<file path="src/rtl/recovery_csr_ctrl_if.sv">
// Signal bundle between the recovery sequencer, the ECC CSR store and the core group.
// The master side is the sequencer; the slave side is the core/store environment.
interface recovery_csr_ctrl_if #(
  parameter int NumCsrs  = 7,
  parameter int CntWidth = 8
);
  localparam int AddrW = (NumCsrs > 1) ? $clog2(NumCsrs) : 1;

  logic                backup_valid_i;
  logic                fault_i;
  logic                halted_i;
  logic                restore_ready_i;
  logic                clear_error_i;
  logic                csr_write_enable_o;
  logic                csr_read_enable_o;
  logic                halt_req_o;
  logic                restore_valid_o;
  logic [AddrW-1:0]    restore_addr_o;
  logic                resume_o;
  logic                busy_o;
  logic                error_o;
  logic [CntWidth-1:0] recovery_count_o;

  modport master (
    input  backup_valid_i, fault_i, halted_i, restore_ready_i, clear_error_i,
    output csr_write_enable_o, csr_read_enable_o, halt_req_o, restore_valid_o,
           restore_addr_o, resume_o, busy_o, error_o, recovery_count_o
  );

  modport slave (
    output backup_valid_i, fault_i, halted_i, restore_ready_i, clear_error_i,
    input  csr_write_enable_o, csr_read_enable_o, halt_req_o, restore_valid_o,
           restore_addr_o, resume_o, busy_o, error_o, recovery_count_o
  );
endinterface

</file>
<file path="src/rtl/recovery_csr_ctrl.sv">
// Recovery sequencer: gates CSR backups in normal operation, and on a lockstep
// mismatch halts the core group, replays every stored CSR, then resumes it.
module recovery_csr_ctrl #(
  parameter int NumCsrs    = 7,
  parameter int AckTimeout = 255,
  parameter int CntWidth   = 8
) (
  input logic                 clk_i,
  input logic                 rst_i,
  recovery_csr_ctrl_if.master bus
);
  localparam int AddrW  = (NumCsrs > 1) ? $clog2(NumCsrs) : 1;
  localparam int TimerW = (AckTimeout > 1) ? $clog2(AckTimeout + 1) : 1;
  localparam logic [AddrW-1:0]  LastIdx   = AddrW'(NumCsrs - 1);
  localparam logic [TimerW-1:0] TimerLast = TimerW'(AckTimeout - 1);

  typedef enum logic [2:0] {
    IDLE    = 3'd0,
    HALT    = 3'd1,
    RESTORE = 3'd2,
    RESUME  = 3'd3,
    ERROR   = 3'd4
  } state_t;

  state_t              state_reg, state_next;
  logic [AddrW-1:0]    idx_reg, idx_next;
  logic [TimerW-1:0]   timer_reg, timer_next;
  logic                halt_req_reg;
  logic                read_en_reg;
  logic                restore_valid_reg;
  logic [AddrW-1:0]    restore_addr_reg;
  logic                resume_reg;
  logic                busy_reg;
  logic                error_reg;
  logic [CntWidth-1:0] count_reg;

  always_comb begin
    state_next = state_reg;
    idx_next   = idx_reg;
    timer_next = timer_reg;
    case (state_reg)
      IDLE: begin
        idx_next   = '0;
        timer_next = '0;
        if (bus.fault_i) state_next = HALT;
      end
      HALT: begin
        // An acknowledge arriving on the last allowed cycle still wins.
        if (bus.halted_i) begin
          state_next = RESTORE;
          idx_next   = '0;
          timer_next = '0;
        end else if (timer_reg == TimerLast) begin
          state_next = ERROR;
          timer_next = '0;
        end else begin
          timer_next = timer_reg + 1'b1;
        end
      end
      RESTORE: begin
        if (bus.restore_ready_i) begin
          if (idx_reg == LastIdx) begin
            state_next = RESUME;
            idx_next   = '0;
          end else begin
            idx_next = idx_reg + 1'b1;
          end
        end
      end
      RESUME: state_next = IDLE;
      ERROR: begin
        if (bus.clear_error_i) state_next = IDLE;
      end
      default: begin
        state_next = IDLE;
        idx_next   = '0;
        timer_next = '0;
      end
    endcase
  end

  // Outputs are registered from the next-state decode so they align with the state.
  always_ff @(posedge clk_i or posedge rst_i) begin
    if (rst_i) begin
      state_reg         <= IDLE;
      idx_reg           <= '0;
      timer_reg         <= '0;
      halt_req_reg      <= 1'b0;
      read_en_reg       <= 1'b0;
      restore_valid_reg <= 1'b0;
      restore_addr_reg  <= '0;
      resume_reg        <= 1'b0;
      busy_reg          <= 1'b0;
      error_reg         <= 1'b0;
      count_reg         <= '0;
    end else begin
      state_reg         <= state_next;
      idx_reg           <= idx_next;
      timer_reg         <= timer_next;
      halt_req_reg      <= (state_next == HALT) || (state_next == RESTORE) ||
                           (state_next == ERROR);
      read_en_reg       <= (state_next == RESTORE);
      restore_valid_reg <= (state_next == RESTORE);
      restore_addr_reg  <= (state_next == RESTORE) ? idx_next : '0;
      resume_reg        <= (state_next == RESUME);
      busy_reg          <= (state_next != IDLE);
      error_reg         <= (state_next == ERROR);
      if ((state_reg == RESUME) && (count_reg != {CntWidth{1'b1}})) begin
        count_reg <= count_reg + 1'b1;
      end
    end
  end

  // Same-cycle fault drops the suspect snapshot; reset also holds the store closed.
  assign bus.csr_write_enable_o = ~rst_i & (state_reg == IDLE) &
                                  bus.backup_valid_i & ~bus.fault_i;
  assign bus.csr_read_enable_o  = read_en_reg;
  assign bus.halt_req_o         = halt_req_reg;
  assign bus.restore_valid_o    = restore_valid_reg;
  assign bus.restore_addr_o     = restore_addr_reg;
  assign bus.resume_o           = resume_reg;
  assign bus.busy_o             = busy_reg;
  assign bus.error_o            = error_reg;
  assign bus.recovery_count_o   = count_reg;
endmodule

</file>
<file path="src/flat_wrapper.sv">
// flat-port wrapper written by rule: the top's interface ports become plain ports
module recovery_csr_ctrl_flat 
#(
  parameter int NumCsrs    = 7,
  parameter int AckTimeout = 255,
  parameter int CntWidth   = 8
)
  (clk_i, rst_i, bus_backup_valid_i, bus_fault_i, bus_halted_i, bus_restore_ready_i, bus_clear_error_i, bus_csr_write_enable_o, bus_csr_read_enable_o, bus_halt_req_o, bus_restore_valid_o, bus_restore_addr_o, bus_resume_o, bus_busy_o, bus_error_o, bus_recovery_count_o);
  recovery_csr_ctrl_if #(.NumCsrs(NumCsrs), .CntWidth(CntWidth)) bus_i ();
  input logic clk_i;
  input logic rst_i;
  input wire logic [$bits(bus_i.backup_valid_i)-1:0] bus_backup_valid_i;
  input wire logic [$bits(bus_i.fault_i)-1:0] bus_fault_i;
  input wire logic [$bits(bus_i.halted_i)-1:0] bus_halted_i;
  input wire logic [$bits(bus_i.restore_ready_i)-1:0] bus_restore_ready_i;
  input wire logic [$bits(bus_i.clear_error_i)-1:0] bus_clear_error_i;
  output wire logic [$bits(bus_i.csr_write_enable_o)-1:0] bus_csr_write_enable_o;
  output wire logic [$bits(bus_i.csr_read_enable_o)-1:0] bus_csr_read_enable_o;
  output wire logic [$bits(bus_i.halt_req_o)-1:0] bus_halt_req_o;
  output wire logic [$bits(bus_i.restore_valid_o)-1:0] bus_restore_valid_o;
  output wire logic [$bits(bus_i.restore_addr_o)-1:0] bus_restore_addr_o;
  output wire logic [$bits(bus_i.resume_o)-1:0] bus_resume_o;
  output wire logic [$bits(bus_i.busy_o)-1:0] bus_busy_o;
  output wire logic [$bits(bus_i.error_o)-1:0] bus_error_o;
  output wire logic [$bits(bus_i.recovery_count_o)-1:0] bus_recovery_count_o;
  assign bus_i.backup_valid_i = bus_backup_valid_i;
  assign bus_i.fault_i = bus_fault_i;
  assign bus_i.halted_i = bus_halted_i;
  assign bus_i.restore_ready_i = bus_restore_ready_i;
  assign bus_i.clear_error_i = bus_clear_error_i;
  assign bus_csr_write_enable_o = bus_i.csr_write_enable_o;
  assign bus_csr_read_enable_o = bus_i.csr_read_enable_o;
  assign bus_halt_req_o = bus_i.halt_req_o;
  assign bus_restore_valid_o = bus_i.restore_valid_o;
  assign bus_restore_addr_o = bus_i.restore_addr_o;
  assign bus_resume_o = bus_i.resume_o;
  assign bus_busy_o = bus_i.busy_o;
  assign bus_error_o = bus_i.error_o;
  assign bus_recovery_count_o = bus_i.recovery_count_o;
  recovery_csr_ctrl #(.NumCsrs(NumCsrs), .AckTimeout(AckTimeout), .CntWidth(CntWidth)) u_core (.clk_i(clk_i), .rst_i(rst_i), .bus(bus_i));
endmodule
</file>
<file path="config.mk">
export PLATFORM = sky130hd
export DESIGN_NAME = recovery_csr_ctrl_flat
export DESIGN_NICKNAME = d
export VERILOG_FILES = /design/src/rtl/recovery_csr_ctrl_if.sv /design/src/rtl/recovery_csr_ctrl.sv /design/src/flat_wrapper.sv
export SDC_FILE = /design/constraint.sdc
export NUM_CORES = 1
export LEC_CHECK = 0
export BUFFER_PORTS_ARGS = -buffer_cell sky130_fd_sc_hd__buf_2
export CORE_UTILIZATION = 44
export CTS_CLUSTER_SIZE = 10
export DETAILED_ROUTE_END_ITERATION = 7
export PLACE_DENSITY = 0.62
export SLEW_MARGIN = 10
export SYNTH_ARGS = -nofsm -noshare
export SYNTH_HDL_FRONTEND = slang
export SYNTH_SLANG_ARGS = --single-unit
</file>
<file path="constraint.sdc">
create_clock -name clk_i -period 2.29 [get_ports clk_i]
set_input_delay 0.3435 -clock clk_i [delete_from_list [all_inputs] [get_ports clk_i]]
set_output_delay 0.3435 -clock clk_i [all_outputs]
set_load 0.02 [all_outputs]
</file>
# == Word-level counts from Yosys, hierarchy flattened ==
# Index checks and enable logic that the tools add are counted.
# op_classes
reduce_logical,7
mux,15
n_eq_ne,11
n_addsub,3
bitwise_logic,5
# op_table
op,n
2-to-1 mux 3 bit,10
"adder 8 x 1 -> 8 bit, second input constant",2
2-to-1 mux 8 bit,2
one-hot mux 8 bit (2 select lines),1
"== test 3 x 2 -> 1 bit, second input constant",4
one-hot mux 3 bit (4 select lines),1
"== test 3 bit, second input constant",3
one-hot mux 3 bit (3 select lines),1
"== test 8 bit, second input constant",1
"!= test 8 bit, second input constant",1
"== test 3 x 1 -> 1 bit, second input constant",2
"adder 3 x 1 -> 3 bit, second input constant",1
AND 1 bit,3
zero test 3 bit,1
nonzero test 3 bit,1
OR reduction 3 bit,1
logical OR 1 bit,2
inverter 1 bit,2
OR reduction 2 bit,1
logical AND 1 bit,1
# word_totals
regBits,30
output_inout_bits,18
elab_cells,51
in_bits,7

# == Depth between registers and ports, before layout ==
# Gate-level depths: netlist of run 1.
# logic_depth
word_depth,7
depth_mapped,6

# == Worst setup path after synthesis of run 1 ==
# No wires, ideal clock.
# synth_path
path_kind,input to output
startpoint,in rst_i
endpoint,out bus_csr_write_enable_o
t_arrival_ps,1425
stages,2
path_slack_ps,522
required_ps,1947
path_cell_list,inv_1 and4b_1
# synth_between
elab_chain_cells,4
# synth_rtl
element,line_no,text
from (decl),flat_wrapper.sv:11,input logic rst_i;
inverter 1 bit,recovery_csr_ctrl.sv:115,assign bus.csr_write_enable_o = ~rst_i & (state_reg == IDLE) &
AND 1 bit (2 in series),recovery_csr_ctrl.sv:115,
AND 1 bit,recovery_csr_ctrl.sv:116,bus.backup_valid_i & ~bus.fault_i;
to (decl),flat_wrapper.sv:17,output wire logic [$bits(bus_i.csr_write_enable_o)-1:0] bus_csr_write_enable_o;
# Every way passes these cells.

# == Worst setup path after layout of run 1 ==
# layout_path
startpoint,reg u_core.state_reg[2]
endpoint,reg u_core.timer_reg[6]
# layout_between
elab_chain_cells,3
word_cells_on_any_way,6
# layout_rtl
element,line_no,text
from (decl),recovery_csr_ctrl.sv:25,"state_t state_reg, state_next;"
from (signal assigned),recovery_csr_ctrl.sv:97,state_reg <= state_next;
== test 3 x 2 -> 1 bit / == test 3 bit (equally long branches),recovery_csr_ctrl.sv:41,case (state_reg)
OR reduction 3 bit (no line),--,
one-hot mux 8 bit (2 select lines),recovery_csr_ctrl.sv:41,
to (signal assigned),recovery_csr_ctrl.sv:99,timer_reg <= timer_next;
to (decl),recovery_csr_ctrl.sv:27,"logic [TimerW-1:0] timer_reg, timer_next;"
# Several ways; a longest one is shown, not always the timed one.
# A chain may end at the register's enable or synchronous reset.

==> results of run 1 <==
==> worst max path at each step <==
stage,to,start
4_1_cts,u_core.timer_reg[6]$_DFFE_PP0N_,u_core.state_reg[2]$_DFF_PP0_
5_1_grt,u_core.timer_reg[6]$_DFFE_PP0N_,u_core.state_reg[2]$_DFF_PP0_
3_5_place_dp,u_core.timer_reg[6]$_DFFE_PP0N_,u_core.state_reg[2]$_DFF_PP0_
6_report,u_core.timer_reg[6]$_DFFE_PP0N_,u_core.state_reg[2]$_DFF_PP0_
3_3_place_gp,u_core.timer_reg[6]$_DFFE_PP0N_,u_core.state_reg[2]$_DFF_PP0_
2_1_floorplan,u_core.bus.recovery_count_o[1]$_DFFE_PP0P_,u_core.bus.recovery_count_o[0]$_DFFE_PP0P_
==> placed cells by master (no fill, tap or decap), types with 2 or more instances in the layout <==
cell type,count
sky130_fd_sc_hd__nand4_1,5
sky130_fd_sc_hd__a41oi_1,2
sky130_fd_sc_hd__and4_1,2
sky130_fd_sc_hd__clkbuf_1,2
sky130_fd_sc_hd__a21oi_1,8
sky130_fd_sc_hd__nand3_1,4
sky130_fd_sc_hd__o21ai_0,12
sky130_fd_sc_hd__ha_1,3
sky130_fd_sc_hd__a31oi_1,2
sky130_fd_sc_hd__xnor2_1,5
sky130_fd_sc_hd__and3_1,2
sky130_fd_sc_hd__buf_2,24
sky130_fd_sc_hd__nand2_1,12
sky130_fd_sc_hd__xor2_1,4
sky130_fd_sc_hd__inv_1,8
sky130_fd_sc_hd__nand2b_1,4
sky130_fd_sc_hd__dfrtp_1,30
sky130_fd_sc_hd__o22ai_1,2
sky130_fd_sc_hd__o32ai_1,3
sky130_fd_sc_hd__nor2_1,10
sky130_fd_sc_hd__clkbuf_4,5
sky130_fd_sc_hd__and2b_1,2
sky130_fd_sc_hd__buf_4,3
==> worst max-delay path, delay by kind of cell, from the launching register on <==
kind,cells,cell delay [ns]
flops,1,0.46
compound gates,2,0.39
simple gates,2,1.10
==> where the power goes <==
part | switching, mW | internal (mW) | total [mW]
registers | 0.112 | 0.636 | 0.747
clock network | 0.168 | 0.116 | 0.284
logic | 0.372 | 0.250 | 0.622
total | 0.652 | 1.00 | 1.65
==> layout make-up <==
type,instances,area [µm²]
Clock buffer,7,45.0
Fill cell,310,1430
Inverter,8,30.0
Multi-Input combinational cell,103,671
Sequential cell,30,751
Tap cell,44,55.1
Timing Repair Buffer,27,143
==> routing by layer <==
| metal | vias to the layer above | GRT usage, % |
|---|---|---|
| li1 | 590 | - |
| met1 | 568 | 21.6 |
| met2 | 25 | 34.0 |
| met3 | 7 | 6.71 |
| met4 | 0 | 7.97 |
| met5 | - | 0 |
==> stage by stage <==
step / total power [mW] / area (µm²) / util, % / instances / hold slack, ns
6_report: 1.65 / 1690 / 54.2 / 219 / 0.123
5_1_grt: 1.79 / 1690 / 54.2 / 219 / 0.144
4_1_cts: 1.68 / 1690 / 54.2 / 219 / 0.123
3_5_place_dp: 1.39 / 1650 / 52.7 / 212 / 0.487
3_3_place_gp: 1.37 / 1650 / 52.7 / 212 / 0.466
2_1_floorplan: 1.20 / 1480 / - / 146 / 0.440
==> cells by family after synthesis <==
logic type	after synthesis	synth area share, %
DFF	30	50.7
AOI/OAI and AO/OA	39	17.5
buffers and inverters	13	4.05
xor gates and xnor gates	9	5.32
adders and majority gates	3	2.53
muxes	1	0.760
and+or+nand+nor	51	19.2
==> impl_metrics.sql, run 1 <==
INSERT INTO impl_metrics (metric_group, metric, value, unit) VALUES
('cts', 'cts_tree', 'built', ''),
('synthesis', 'synthTopCellsByCount', '30 x sky130_fd_sc_hd__dfrtp_1, 12 x sky130_fd_sc_hd__nand2_1, 12 x sky130_fd_sc_hd__o21ai_0, 10 x sky130_fd_sc_hd__nor2_1', ''),
('detailed_routing', 'route.vias.total', '1190', ''),
('synthesis', 'synth-edff-count', '0', ''),
('placed_design', 'placement.setup.worst_slack', '0.276', 'ns'),
('synthesis', 'sequential_fraction_of_the_synthesis_area', '50.7', '%'),
('status', 'status', 'completed', ''),
('critical_path', 'reg2reg_setup_slack', '0.27', 'ns'),
('cts', 'post-cts-setup-buffer-count', '0', ''),
('critical_path', 'worst_stage_delay_on_the_critical_path', '0.60', 'ns'),
('synthesis', 'post-synth-top-count-cell', 'sky130_fd_sc_hd__dfrtp_1', ''),
('sta', 'fmax', '495', 'MHz'),
('cts', 'clockRootBuffer', 'sky130_fd_sc_hd__clkbuf_4', ''),
('synthesis', 'yosysWarningCount', '0', ''),
('synthesis', 'synth.net_count', '156', ''),
('cts', 'cts_max_path_buffers', '2', ''),
('die', 'die_w', '60.0', 'µm'),
('synthesis', 'ys_async_sr_fraction', '100', '%'),
('synthesis', 'syn_avg_cell_area', '10.1', 'µm²'),
('die', 'chipHeight', '60.0', 'µm'),
('detailed_routing', 'drt_first_pass_iters', '4', ''),
('sta', 'clock-skew-final', '0.00578', 'ns'),
('run', 'max_cap_violations', '0', ''),
('synthesis', 'yosys_most_used_dff', 'sky130_fd_sc_hd__dfrtp_1', ''),
('cts', 'number_of_buffers_inserted_during_clock_tree_synthesis', '5', ''),
('critical_path', 'r2r_end', 'u_core.timer_reg[6]$_DFFE_PP0N_', ''),
('detailed_routing', 'remaining_drc_errors', '0', ''),
('synthesis', 'syn_area', '1480', 'µm²'),
('detailed_routing', 'drtAntennaViolNets', '0', ''),
('critical_path', 'critPathLaunchType', 'flip-flop', ''),
('pwr', 'irDropWorstVdd', '0.608', 'mV'),
('final_layout', 'nNetsFinal', '185', ''),
('sta', 'finalHoldViolCount', '0', ''),
('grt', 'grt_util_all_layers', '19.5', '%'),
('cts', 'clkSinkCount', '30', ''),
('die', 'floorplan.die_area', '3600', 'µm²'),
('die', 'initial_utilization', '47.4', '%'),
('grt', 'pin_count_of_the_biggest_net_entering_global_routing', '31', ''),
('synthesis', 'yosysTopAreaCell', 'sky130_fd_sc_hd__dfrtp_1', ''),
('critical_path', 'worstPathCellList', 'or4b_4 -> a41o_2 -> or4_1 -> o21ai_0', ''),
('sta', 'max-slew-margin-rel', '65.4', '%'),
('cts', 'insertion_delay', '0.32', 'ns'),
('synthesis', 'netlist_instances', '146', ''),
('final_layout', 'layout-drive-gt1-share', '22.3', '%'),
('final_layout', 'synthToLayoutAreaGrowth', '14.4', '%'),
('grt', 'first_pass_grt_wire_length', '5000', 'µm'),
('critical_path', 'end_kind', 'flip-flop', ''),
('synthesis', 'netlist-cell-type-count', '43', ''),
('cts', 'h-tree-depth', '2', ''),
('sta', 'totalNegativeSetupSlack', '0', 'ns'),
('critical_path', 'critical_path.max_fanout', '10', ''),
('cts', 'postCtsResizedCells', '0', ''),
('grt', 'antenna_found_initial', '0', ''),
('pwr', 'total_leakage_power', '0.803', 'nW'),
('critical_path', 'crit_type', 'reg -> reg', ''),
('critical_path', 'rr_worst_depth', '4', ''),
('detailed_routing', 'route.layer.met1.wl', '1210', 'µm'),
('sta', 'final_max_slew_viol_count', '0', ''),
('cts', 'cts_hold_repair.buffers', '0', ''),
('sta', 'layout_worst_path_cycle_share', '88.2', '%'),
('die', 'rows', '20', ''),
('final_layout', 'n_antenna_cell', '0', ''),
('detailed_routing', 'detail_route.wirelength', '2920', 'µm'),
('grt', 'first_global_vias', '1130', ''),
('detailed_routing', 'route.top_layer_used', 'met4', ''),
('placed_design', 'place_hpwl', '2160', 'µm'),
('placed_design', 'final_weighted_congestion_in_routability_driven_placement', '0.836', ''),
('worst_hold_path', 'hold_path_class', 'in -> async', ''),
('critical_path', 'timing.critical_path.required', '2.53', 'ns'),
('sta', 'finalWorstPathRequiredPeriod', '2.02', 'ns'),
('detailed_routing', 'detail_route.vias_per_cell', '5.43', '');
No activity file was read; power rests on OpenSTA's default activity.
==> run 2: changes to the inputs <==
- REMOVE_ABC_BUFFERS: unset -> 1
==> impl_metrics.sql, run 2 (synthesis results as in run 1) <==
INSERT INTO impl_metrics (metric_group, metric, value, unit) VALUES
('die', 'core_area', '3130', 'µm²'),
('sta', 'max-slew-margin-rel', '66.1', '%'),
('detailed_routing', 'detail_route.vias_per_cell', '5.56', ''),
('detailed_routing', 'detail_route.wirelength', '2790', 'µm'),
('cts', 'cts_max_path_buffers', '2', ''),
('grt', 'first_global_vias', '1057', ''),
('final_layout', 'sequential_cell_area', '751', 'µm²'),
('critical_path', 'crit_type', 'reg -> reg', ''),
('final_layout', 'synthToLayoutAreaGrowth', '14.8', '%'),
('detailed_routing', 'remaining_drc_errors', '0', ''),
('die', 'floorplan.die_area', '3600', 'µm²'),
('grt', 'pin_count_of_the_biggest_net_entering_global_routing', '31', ''),
('cts', 'clockRootBuffer', 'sky130_fd_sc_hd__clkbuf_4', ''),
('sta', 'finalWorstPathRequiredPeriod', '2.03', 'ns'),
('die', 'die_w', '60.0', 'µm'),
('grt', 'grt_util_all_layers', '18.4', '%'),
('detailed_routing', 'drtAntennaViolNets', '0', ''),
('final_layout', 'mostFrequentLayoutCell', 'sky130_fd_sc_hd__dfrtp_1', ''),
('run', 'max_cap_violations', '0', ''),
('sta', 'fmax', '492', 'MHz'),
('critical_path', 'critical_path.max_fanout', '10', ''),
('worst_hold_path', 'hold_path_class', 'in -> async', ''),
('final_layout', 'n_antenna_cell', '0', ''),
('final_layout', 'layout-drive-gt1-share', '23.0', '%'),
('sta', 'finalHoldViolCount', '0', ''),
('sta', 'unrepaired_setup_endpoints_after_global_routing', 'no', ''),
('cts', 'insertion_delay', '0.33', 'ns'),
('sta', 'layout_worst_path_cycle_share', '88.7', '%'),
('critical_path', 'worst_path_arrival_time', '2.29', 'ns'),
('placed_design', 'place_hpwl', '2060', 'µm'),
('die', 'chipHeight', '60.0', 'µm'),
('die', 'rows', '20', ''),
('sta', 'final_max_slew_viol_count', '0', ''),
('final_layout', 'multiInputGateArea', '671', 'µm²'),
('cts', 'cts_tree', 'built', ''),
('pwr', 'total_leakage_power', '0.808', 'nW'),
('placed_design', 'placement.setup.worst_slack', '0.287', 'ns'),
('detailed_routing', 'drt_first_iter_violations', '34', ''),
('cts', 'h-tree-depth', '2', ''),
('critical_path', 'critPathLaunchType', 'flip-flop', ''),
('placed_design', 'numPortBuffers', '24', ''),
('final_layout', 'nNetsFinal', '185', ''),
('sta', 'setup_viol', '0', ''),
('sta', 'timing_worst_slew_pin_value', '0.502', 'ns'),
('critical_path', 'end_kind', 'flip-flop', ''),
('detailed_routing', 'routed_wire_length_per_instance', '12.8', 'µm'),
('critical_path', 'timing.critical_path.required', '2.54', 'ns'),
('grt', 'antenna_found_initial', '0', ''),
('grt', 'globalRoute.totalOverflow', '0', ''),
('cts', 'cts_hold_repair.buffers', '0', ''),
('cts', 'cts.clk_slew.worst_paths', '0.09', 'ns'),
('pwr', 'irDropWorstVdd', '0.543', 'mV'),
('cts', 'number_of_buffers_inserted_during_clock_tree_synthesis', '5', ''),
('pwr', 'power-per-cell-area', '984', 'nW/µm²'),
('cts', 'clkSinkCount', '30', ''),
('placed_design', 'final_weighted_congestion_in_routability_driven_placement', '0.740', ''),
('cts', 'post-cts-setup-buffer-count', '0', ''),
('sta', 'clock-skew-final', '0.00836', 'ns'),
('sta', 'postLayoutSetupSlackWorst', '0.258', 'ns'),
('final_layout', 'final.fill_count', '289', ''),
('detailed_routing', 'route.vias.total', '1213', ''),
('cts', 'postCtsResizedCells', '0', ''),
('die', 'io_pins', '25', ''),
('detailed_routing', 'drt_first_pass_iters', '4', ''),
('final_layout', 'most-common-layout-cells', '30 x sky130_fd_sc_hd__dfrtp_1, 24 x sky130_fd_sc_hd__buf_2, 12 x sky130_fd_sc_hd__nand2_1, 12 x sky130_fd_sc_hd__o21ai_0, 10 x sky130_fd_sc_hd__nor2_1', ''),
('grt', 'first_pass_grt_wire_length', '4800', 'µm'),
('die', 'initial_utilization', '47.4', '%'),
('sta', 'totalNegativeSetupSlack', '0', 'ns'),
('status', 'status', 'completed', '');
run 2: cell count changes in the layout (fill, tap and decap cells not counted):
cell	change
sky130_fd_sc_hd__clkbuf_1	-2
sky130_fd_sc_hd__clkbuf_8	+1
run 2: through the flow:
step | cells | power, mW | hold slack [ns] | utilization, % | area (µm²)
2_1_floorplan | 141 | 1.18 | 0.440 | - | 1450
3_3_place_gp | 212 | 1.37 | 0.468 | 52.7 | 1650
3_5_place_dp | 212 | 1.38 | 0.480 | 52.7 | 1650
4_1_cts | 218 | 1.69 | 0.117 | 54.4 | 1700
5_1_grt | 218 | 1.81 | 0.125 | 54.4 | 1700
6_report | 218 | 1.67 | 0.104 | 54.4 | 1700
run 2: final timing paths:
kind / end / cells after the start / start / slack, ns
min in group clk_i: u_core.state_reg[2]$_DFF_PP0_ / 2 / bus_clear_error_i / 0.27
worst min-delay path: u_core.bus.busy_o$_DFF_PP0_ / 3 / rst_i / 0.10
worst max-delay path: u_core.timer_reg[6]$_DFFE_PP0N_ / 4 / u_core.state_reg[2]$_DFF_PP0_ / 0.26
max in group asynchronous: u_core.bus.restore_addr_o[1]$_DFF_PP0_ / 3 / rst_i / 1.90
worst min register to register: u_core.bus.recovery_count_o[7]$_DFFE_PP0P_ / 1 / u_core.bus.recovery_count_o[7]$_DFFE_PP0P_ / 0.49
worst max register to register: u_core.timer_reg[6]$_DFFE_PP0N_ / 4 / u_core.state_reg[2]$_DFF_PP0_ / 0.26
run 2: where the power goes:
group | internal (mW) | total (mW) | switching (mW)
combinational | 0.251 | 0.618 | 0.367
clock | 0.138 | 0.309 | 0.171
sequential | 0.636 | 0.746 | 0.110
total | 1.03 | 1.67 | 0.648
run 2: layout make-up:
type	instances	share of cell area [%]
multi-input cells	103	39.4
inverters	8	1.77
clock buffers	6	3.02
repair buffers	27	8.39
flip-flops and latches	30	44.2
well taps	44	3.24
run 2: layer usage:
layer | wire length [µm] | vias up | GRT usage, %
met4 | 44 | 0 | 5.98
met1 | 1270 | 576 | 23.5
met5 | 0 | - | 0
met3 | 148 | 5 | 7.14
met2 | 1330 | 40 | 28.7
li1 | - | 592 | -
run 2: critical path: stages (launching register included):
cell	delay, ns
sky130_fd_sc_hd__dfrtp_1	0.46
sky130_fd_sc_hd__or4b_4	0.60
sky130_fd_sc_hd__a41o_2	0.31
sky130_fd_sc_hd__or4_1	0.50
sky130_fd_sc_hd__o21ai_0	0.08
